File: src/rtl/rm13_pkg.sv
// Shared RM(1,3) / extended Hamming (8,4) constants and the nibble encoder,
// used by both the encoder stream and the decoder side.
package rm13_pkg;

    localparam int LANE_W   = 8;
    localparam int NIBBLE_W = 4;

    localparam logic [LANE_W-1:0] G0 = 8'h0F;
    localparam logic [LANE_W-1:0] G1 = 8'h33;
    localparam logic [LANE_W-1:0] G2 = 8'h55;
    localparam logic [LANE_W-1:0] G3 = 8'hFF;

    function automatic logic [LANE_W-1:0] rm13_encode_nibble(input logic [NIBBLE_W-1:0] d);
        return ({LANE_W{d[0]}} & G0) ^ ({LANE_W{d[1]}} & G1) ^
               ({LANE_W{d[2]}} & G2) ^ ({LANE_W{d[3]}} & G3);
    endfunction

endpackage

File: src/rtl/rm13_sync_fifo.sv
// Synchronous FIFO with a separate occupancy counter so full/empty never alias;
// the read port is the registered head entry (no write-through bypass).
module rm13_sync_fifo #(
    parameter int WIDTH = 32,
    parameter int DEPTH = 4,
    parameter int LVL_W = $clog2(DEPTH + 1)
) (
    input  logic             clk,
    input  logic             reset_n,
    input  logic             clear,
    input  logic             push,
    input  logic             pop,
    input  logic [WIDTH-1:0] wdata,
    output logic [WIDTH-1:0] rdata,
    output logic             full,
    output logic             empty,
    output logic [LVL_W-1:0] level
);

    localparam int PTR_W = $clog2(DEPTH);

    logic [DEPTH-1:0][WIDTH-1:0] mem_q;
    logic [PTR_W-1:0]            wr_ptr_q, rd_ptr_q;
    logic [LVL_W-1:0]            level_q;
    logic                        do_push, do_pop;

    assign full    = (level_q == LVL_W'(DEPTH));
    assign empty   = (level_q == '0);
    assign level   = level_q;
    assign rdata   = mem_q[rd_ptr_q];
    assign do_push = push & ~full & ~clear;
    assign do_pop  = pop & ~empty & ~clear;

    // Pointers wrap for free because DEPTH is a power of two.
    always_ff @(posedge clk or negedge reset_n) begin
        if (!reset_n) begin
            mem_q    <= '0;
            wr_ptr_q <= '0;
            rd_ptr_q <= '0;
            level_q  <= '0;
        end else if (clear) begin
            wr_ptr_q <= '0;
            rd_ptr_q <= '0;
            level_q  <= '0;
        end else begin
            if (do_push) begin
                mem_q[wr_ptr_q] <= wdata;
                wr_ptr_q        <= wr_ptr_q + PTR_W'(1);
            end
            if (do_pop) rd_ptr_q <= rd_ptr_q + PTR_W'(1);
            level_q <= level_q + LVL_W'(do_push) - LVL_W'(do_pop);
        end
    end

endmodule

File: src/rtl/rm13_encoder_stream.sv
// Streaming RM(1,3) encoder: one 8-bit codeword lane per input nibble, buffered
// in an elastic FIFO. Define RM13_ENCODER_ERR_INJECT_EN for bit-error injection.
module rm13_encoder_stream
    import rm13_pkg::*;
#(
    parameter int DATA_WIDTH  = 32,
    parameter int FIFO_DEPTH  = 4,
    parameter int COUNT_WIDTH = 16
) (
    input  logic                               clk,
    input  logic                               reset_n,
    input  logic                               clear,
    input  logic                               s_valid,
    output logic                               s_ready,
    input  logic [DATA_WIDTH/2-1:0]            s_data,
    output logic                               m_valid,
    input  logic                               m_ready,
    output logic [DATA_WIDTH-1:0]              m_data,
    output logic [$clog2(FIFO_DEPTH+1)-1:0]    fifo_level,
`ifdef RM13_ENCODER_ERR_INJECT_EN
    input  logic                               inj_en,
    input  logic [DATA_WIDTH/8-1:0]            inj_lane_mask,
    input  logic [2:0]                         inj_bit,
    output logic [COUNT_WIDTH-1:0]             inj_count,
`endif
    output logic [COUNT_WIDTH-1:0]             words_encoded
);

    localparam int LANES = DATA_WIDTH / LANE_W;
    localparam int LVL_W = $clog2(FIFO_DEPTH + 1);

    logic                   alive_q;
    logic                   full, empty, push;
    logic [DATA_WIDTH-1:0]  cw;
    logic [COUNT_WIDTH-1:0] words_q;

    // alive_q keeps s_ready low until the first edge after reset release.
    assign s_ready = alive_q & ~full & ~clear;
    assign push    = s_valid & s_ready;
    assign m_valid = ~empty;

    for (genvar i = 0; i < LANES; i++) begin : g_lane
`ifdef RM13_ENCODER_ERR_INJECT_EN
        logic [LANE_W-1:0] flip;
        assign flip = {{(LANE_W-1){1'b0}}, inj_en & inj_lane_mask[i]} << inj_bit;
        assign cw[LANE_W*i +: LANE_W] = rm13_encode_nibble(s_data[NIBBLE_W*i +: NIBBLE_W]) ^ flip;
`else
        assign cw[LANE_W*i +: LANE_W] = rm13_encode_nibble(s_data[NIBBLE_W*i +: NIBBLE_W]);
`endif
    end

    rm13_sync_fifo #(
        .WIDTH (DATA_WIDTH),
        .DEPTH (FIFO_DEPTH),
        .LVL_W (LVL_W)
    ) u_fifo (
        .clk     (clk),
        .reset_n (reset_n),
        .clear   (clear),
        .push    (push),
        .pop     (m_ready),
        .wdata   (cw),
        .rdata   (m_data),
        .full    (full),
        .empty   (empty),
        .level   (fifo_level)
    );

    always_ff @(posedge clk or negedge reset_n) begin
        if (!reset_n) begin
            alive_q <= 1'b0;
            words_q <= '0;
        end else begin
            alive_q <= 1'b1;
            if (clear)     words_q <= '0;
            else if (push) words_q <= words_q + COUNT_WIDTH'(1);
        end
    end

    assign words_encoded = words_q;

`ifdef RM13_ENCODER_ERR_INJECT_EN
    logic [COUNT_WIDTH-1:0] inj_q;

    always_ff @(posedge clk or negedge reset_n) begin
        if (!reset_n)                         inj_q <= '0;
        else if (clear)                       inj_q <= '0;
        else if (push & inj_en & |inj_lane_mask) inj_q <= inj_q + COUNT_WIDTH'(1);
    end

    assign inj_count = inj_q;
`endif

endmodule

File: config.mk
export PLATFORM = sky130hd
export DESIGN_NAME = rm13_encoder_stream
export DESIGN_NICKNAME = d
export VERILOG_FILES = /design/src/rtl/rm13_pkg.sv /design/src/rtl/rm13_sync_fifo.sv /design/src/rtl/rm13_encoder_stream.sv
export SDC_FILE = /design/constraint.sdc
export NUM_CORES = 1
export LEC_CHECK = 0
export ABC_AREA = 1
export CORE_ASPECT_RATIO = 1.75
export CORE_MARGIN = 2
export CORE_UTILIZATION = 50
export CTS_CLUSTER_SIZE = 20
export DETAILED_ROUTE_END_ITERATION = 8
export HOLD_SLACK_MARGIN = 0.06
export MAX_ROUTING_LAYER = met4
export PLACE_DENSITY_LB_ADDON = 0.15
export SETUP_SLACK_MARGIN = 0.05
export SYNTH_ARGS = -nofsm -noshare
export SYNTH_HDL_FRONTEND = slang
export SYNTH_HIERARCHICAL = 1
export SYNTH_SLANG_ARGS = --single-unit
File: constraint.sdc
create_clock -name clk -period 6.2 [get_ports clk]
set_clock_uncertainty 0.1 [all_clocks]
set_input_delay 1.86 -clock clk [delete_from_list [all_inputs] [get_ports clk]]
set_output_delay 1.86 -clock clk [all_outputs]
set_load 0.03 [all_outputs]
### After elaboration in Yosys (flattened, before gate mapping)

Index checks and enable logic that the tools add are counted.

| cells by class | value |
|---|---|
| $mul | 0 |
| shifts and indexed selects | 0 |
| bitwise operators | 22 |
| equal/unequal tests | 1 |
| muxes and demuxes | 12 |
| reduce and logical (&&, ||, !) cells | 6 |
| div/mod/pow operators | 0 |
| add/subtract/negate cells | 5 |
| $lt $le $gt $ge | 3 |

Operators by type and width:

| cell | number |
|---|---|
| $bwmux W128 | 1 |
| $bmux W32 S2 | 1 |
| $demux W32 S2 | 1 |
| $mux W32 | 2 |
| $mux W16 | 2 |
| $xor A6 B7 Y7 | 4 |
| $xor A4 B6 Y6 | 4 |
| $add A16 B1 Y16 const B | 1 |
| $xor A7 B8 Y8 | 2 |
| $xor A8 B8 Y8 | 2 |
| $mux W2 | 4 |
| $and A1 B1 Y1 | 7 |
| $lt A2 B3 Y1 const B | 2 |
| $reduce_bool A2 Y1 | 3 |
| $add A2 B1 Y2 const B | 2 |
| $add A3 B1 Y3 | 1 |
| $eq A3 B3 Y1 const B | 1 |
| $logic_not A3 Y1 | 1 |
| $mux W3 | 1 |
| $not A1 Y1 | 3 |
| $sub A3 B1 Y3 | 1 |
| $ge A2 B1 Y1 const B | 1 |
| $reduce_and A2 Y1 | 1 |
| $logic_and A1 B1 Y1 | 1 |

| storage, ports and cells | value |
|---|---|
| register bits after elaboration | 152 |
| word-level logic and storage cells | 58 |
| bits in writable memories | 0 |
| output and inout bits | 53 |
| input port bits | 21 |
| latch bits | 0 |
| memories kept | 0 |
| memory bits (read-only) | 0 |

### Longest topological paths before layout

| logic depth | value |
|---|---|
| depth in word-level cells | 10 |
| gate-level depth with buffers | 17 |
| gate-level depth less buffers | 16 |

### By module

Netlist, hierarchy kept.

By module, submodules not included:

| module | area an instance (um2) | seq. area each (um2) | instances | cells each |
|---|---|---|---|---|
| rm13_sync_fifo | 6,541.3 | 3,378.2 | 1 | 811 |
| rm13_encoder_stream | 1,303.8 | 425.4 | 1 | 179 |

### Least setup slack after synthesis

Ideal clock, no wire load.

| timing | value |
|---|---|
| kind | input to output |
| from | input clear |
| to | output s_ready |
| required time | 4.240 ns |
| buffers on the path | 0 |
| stages | 1 |
| setup slack | 1.938 ns |
| arrival time | 2.302 ns |
| cell sequence | nor2_1 |

| on the way | value |
|---|---|
| cells in the longest elaborated chain, start to end | 2 |

Ends and longest elaborated chain:

| item | line | source |
|---|---|---|
| from (decl) | rm13_encoder_stream.sv:12 | `input logic clear,` |
| $not A1 Y1 (no line) | -- |  |
| $and A1 B1 Y1 | rm13_encoder_stream.sv:38 | `assign s_ready = alive_q & ~full & ~clear;` |
| to (decl) | rm13_encoder_stream.sv:14 | `output logic s_ready,` |

Every way passes these cells.

### Worst setup path in the final report

Same ends and word-level chain as after synthesis.

==> flow_summary.json <==
{
  "status": "finished, final reports clean",
  "cap_violations": 0,
  "synth_nets": 1019,
  "hold_violations": 0,
  "grt_max_degree": 84,
  "drt-initial-drc-count": 699,
  "total_power_mw": 3.76,
  "maxSlewViolCount": 0,
  "reg2regPathDepth": 16,
  "path_clk_slew_ns": 0.05,
  "drc_errors": 0,
  "drtPass1Iterations": 5,
  "fin_nets": 1050,
  "routed_wl_um": 21800,
  "viasPerCell": 5.89,
  "setup_viol": 0,
  "core.rowCount": 60,
  "synth_edf_count": 0,
  "start_kind": "input pin",
  "die_h_um": 170,
  "fin_hold_ws_ns": 0.374,
  "reg2reg_slack_ns": 3.19,
  "rsz0062_at_grt": "false",
  "grtUsageTotal_pct": 27.4,
  "core_area_um2": 15400,
  "crit_type": "input pin to output port",
  "fillers": 1439,
  "min_period_ns": 5.38,
  "antenna_found_initial": 0,
  "period_share_pct": 86.8,
  "via_count": 7182,
  "cts_hold_buffers": 0,
  "clock-sinks": 152,
  "required_ns": 4.24,
  "tightest_slew_ns": 0.977,
  "cts_max_path_buffers": 2,
  "timing.rr.end": "u_fifo/level[2]",
  "ios": 74,
  "area_delta_synth_final_pct": 17.9,
  "most-common-layout-cells": "nand2_1, dfrtp_1, nand4_1, nor2_1, clkdlybuf4s50_1",
  "io_buffers": 73,
  "grt_pass1_vias": 7118,
  "syn_avg_cell_area_um2": 7.92,
  "worstSkewPairLatency_ns": 0.42,
  "dp_slack_ns": 0.828,
  "fmax_mhz": 186,
  "end_kind": "output port",
  "ys_async_sr_fraction_pct": 100,
  "cts_inserted_buffers": 17,
  "antenna_cells": 0,
  "crit_fanout": 10,
  "grt_pass1_wl_um": 35800,
  "syn_area_um2": 7850,
  "ant_nets": 0,
  "dp_hpwl_um": 12300,
  "cts_root_buf": "clkbuf_16",
  "yosysUniqueCellTypes": 27,
  "synth_top_flop_cell": "dfrtp_1",
  "p_leak_nw": 4.66,
  "start_util_pct": 51.0,
  "drive_above_1_share_pct": 7.83,
  "hold_end": "u_fifo/mem_q[56]",
  "mostFrequentLayoutCell": "nand2_1",
  "worstHoldPathType": "flop to flop",
  "whs_path_depth": 2,
  "cts_resized": 0,
  "max_slew_margin_pct": 34.9,
  "overflow": 0,
  "fin_ws_ns": 0.821,
  "synth_cells": 990,
  "gp_congestion": 0.815,
  "yosysWarnings": 6,
  "powerDensity_nw_per_um2": 407,
  "setup_tns_ns": 0,
  "die_x_um": 98.7,
  "critical_path_arrival_ns": 3.42,
  "ys_ff_latch": 152,
  "ir_drop_mv": 0.231,
  "cts_tree": "built",
  "h-tree-depth": 4,
  "wl_per_cell_um": 17.8,
  "dieArea_um2": 16700,
  "ys_seq_area_share_pct": 48.5,
  "timing.rr.start": "u_fifo/level[1]",
  "post-cts-setup-buffers": 0,
  "worst_hold_startpoint": "u_fifo/mem_q[56]"
}
-- worst max path at each step --
stage	startpoint	end	slack, ns	cells after the start
6_report	clear	s_ready	0.82	3
2_1_floorplan	clear	s_ready	1.94	1
3_3_place_gp	clear	s_ready	0.85	3
5_1_grt	clear	s_ready	0.76	3
4_1_cts	clear	s_ready	0.81	3
3_5_place_dp	clear	s_ready	0.83	3
-- cells by family (layout without fill, tap and decap cells) --
logic type	count (synthesis)	in the layout	share of synthesized area, %
flip-flops	152	152	48.5
AND/OR/NAND/NOR	570	570	32.5
other	1	1	0.0478
XOR/XNOR	26	26	3.29
AO/OA/AOI/OAI	117	117	8.07
buffers and inverters	116	160	6.27
adder cells (fa/ha/maj)	8	8	1.37
-- stage by stage --
| step | cells | cell area [µm²] | utilization, % |
|---|---|---|---|
| floorplan | 990 | 7850 | - |
| global placement | 1188 | 8610 | 56.0 |
| detailed placement | 1188 | 8610 | 56.0 |
| CTS | 1220 | 9250 | 60.1 |
| global route | 1220 | 9250 | 60.1 |
| finish | 1220 | 9250 | 60.1 |
-- worst max-delay path: stages --
cell             delay [ns]
clkdlybuf4s50_1        0.61
nor2_1                 0.24
clkdlybuf4s50_1        0.70
-- flip-flops by register name (all words and copies together) (netlist names) --
name             flops
u_fifo/mem_q       128
words_encoded       16
u_fifo/level         3
u_fifo/rd_ptr_q      2
u_fifo/wr_ptr_q      2
alive_q              1
-- power by group --
part	switching [mW]	internal [mW]	total, mW
Combinational	0.870	0.512	1.38
Sequential	0.115	1.16	1.27
Clock	0.422	0.687	1.11
Total	1.41	2.36	3.76
-- synth_stat cells, types with 2 or more instances --
cell type,n,area (µm²)
nand2_1,319,1200
dfrtp_1,152,3800
buf_2,39,195
buf_1,6,22.5
o21ai_1,3,15.0
nand2_2,8,50.1
ha_1,7,87.6
nand4_1,135,845
inv_2,4,15.0
inv_1,32,120
nor2_4,2,22.5
xor2_1,22,193
nand3_1,13,65.1
o22ai_1,32,200
xor2_2,4,65.1
nor2_2,6,37.5
o21ai_0,71,355
a21oi_1,8,40.0
nor2_1,86,323
clkbuf_1,34,128
-- final cells by class --
cell class                      instances  area, µm²  area share (%)
Sequential cell                       152       3800            41.1
Timing Repair Buffer                   92        875            9.45
Clock inverter                         14        196            2.12
Multi-Input combinational cell        722       3570            38.5
Tap cell                              186        233            2.52
Inverter                               36        136            1.47
Clock buffer                           18        439            4.75
-- metal layers --
layer | wire [µm] | global-route usage (%) | up-vias
met5 | 0 | - | -
met3 | 1340 | 4.08 | 32
met4 | 363 | 9.59 | 0
met2 | 11200 | 45.3 | 271
li1 | - | - | 3382
met1 | 8890 | 34.5 | 3497
No activity file was read; power rests on OpenSTA's default activity.
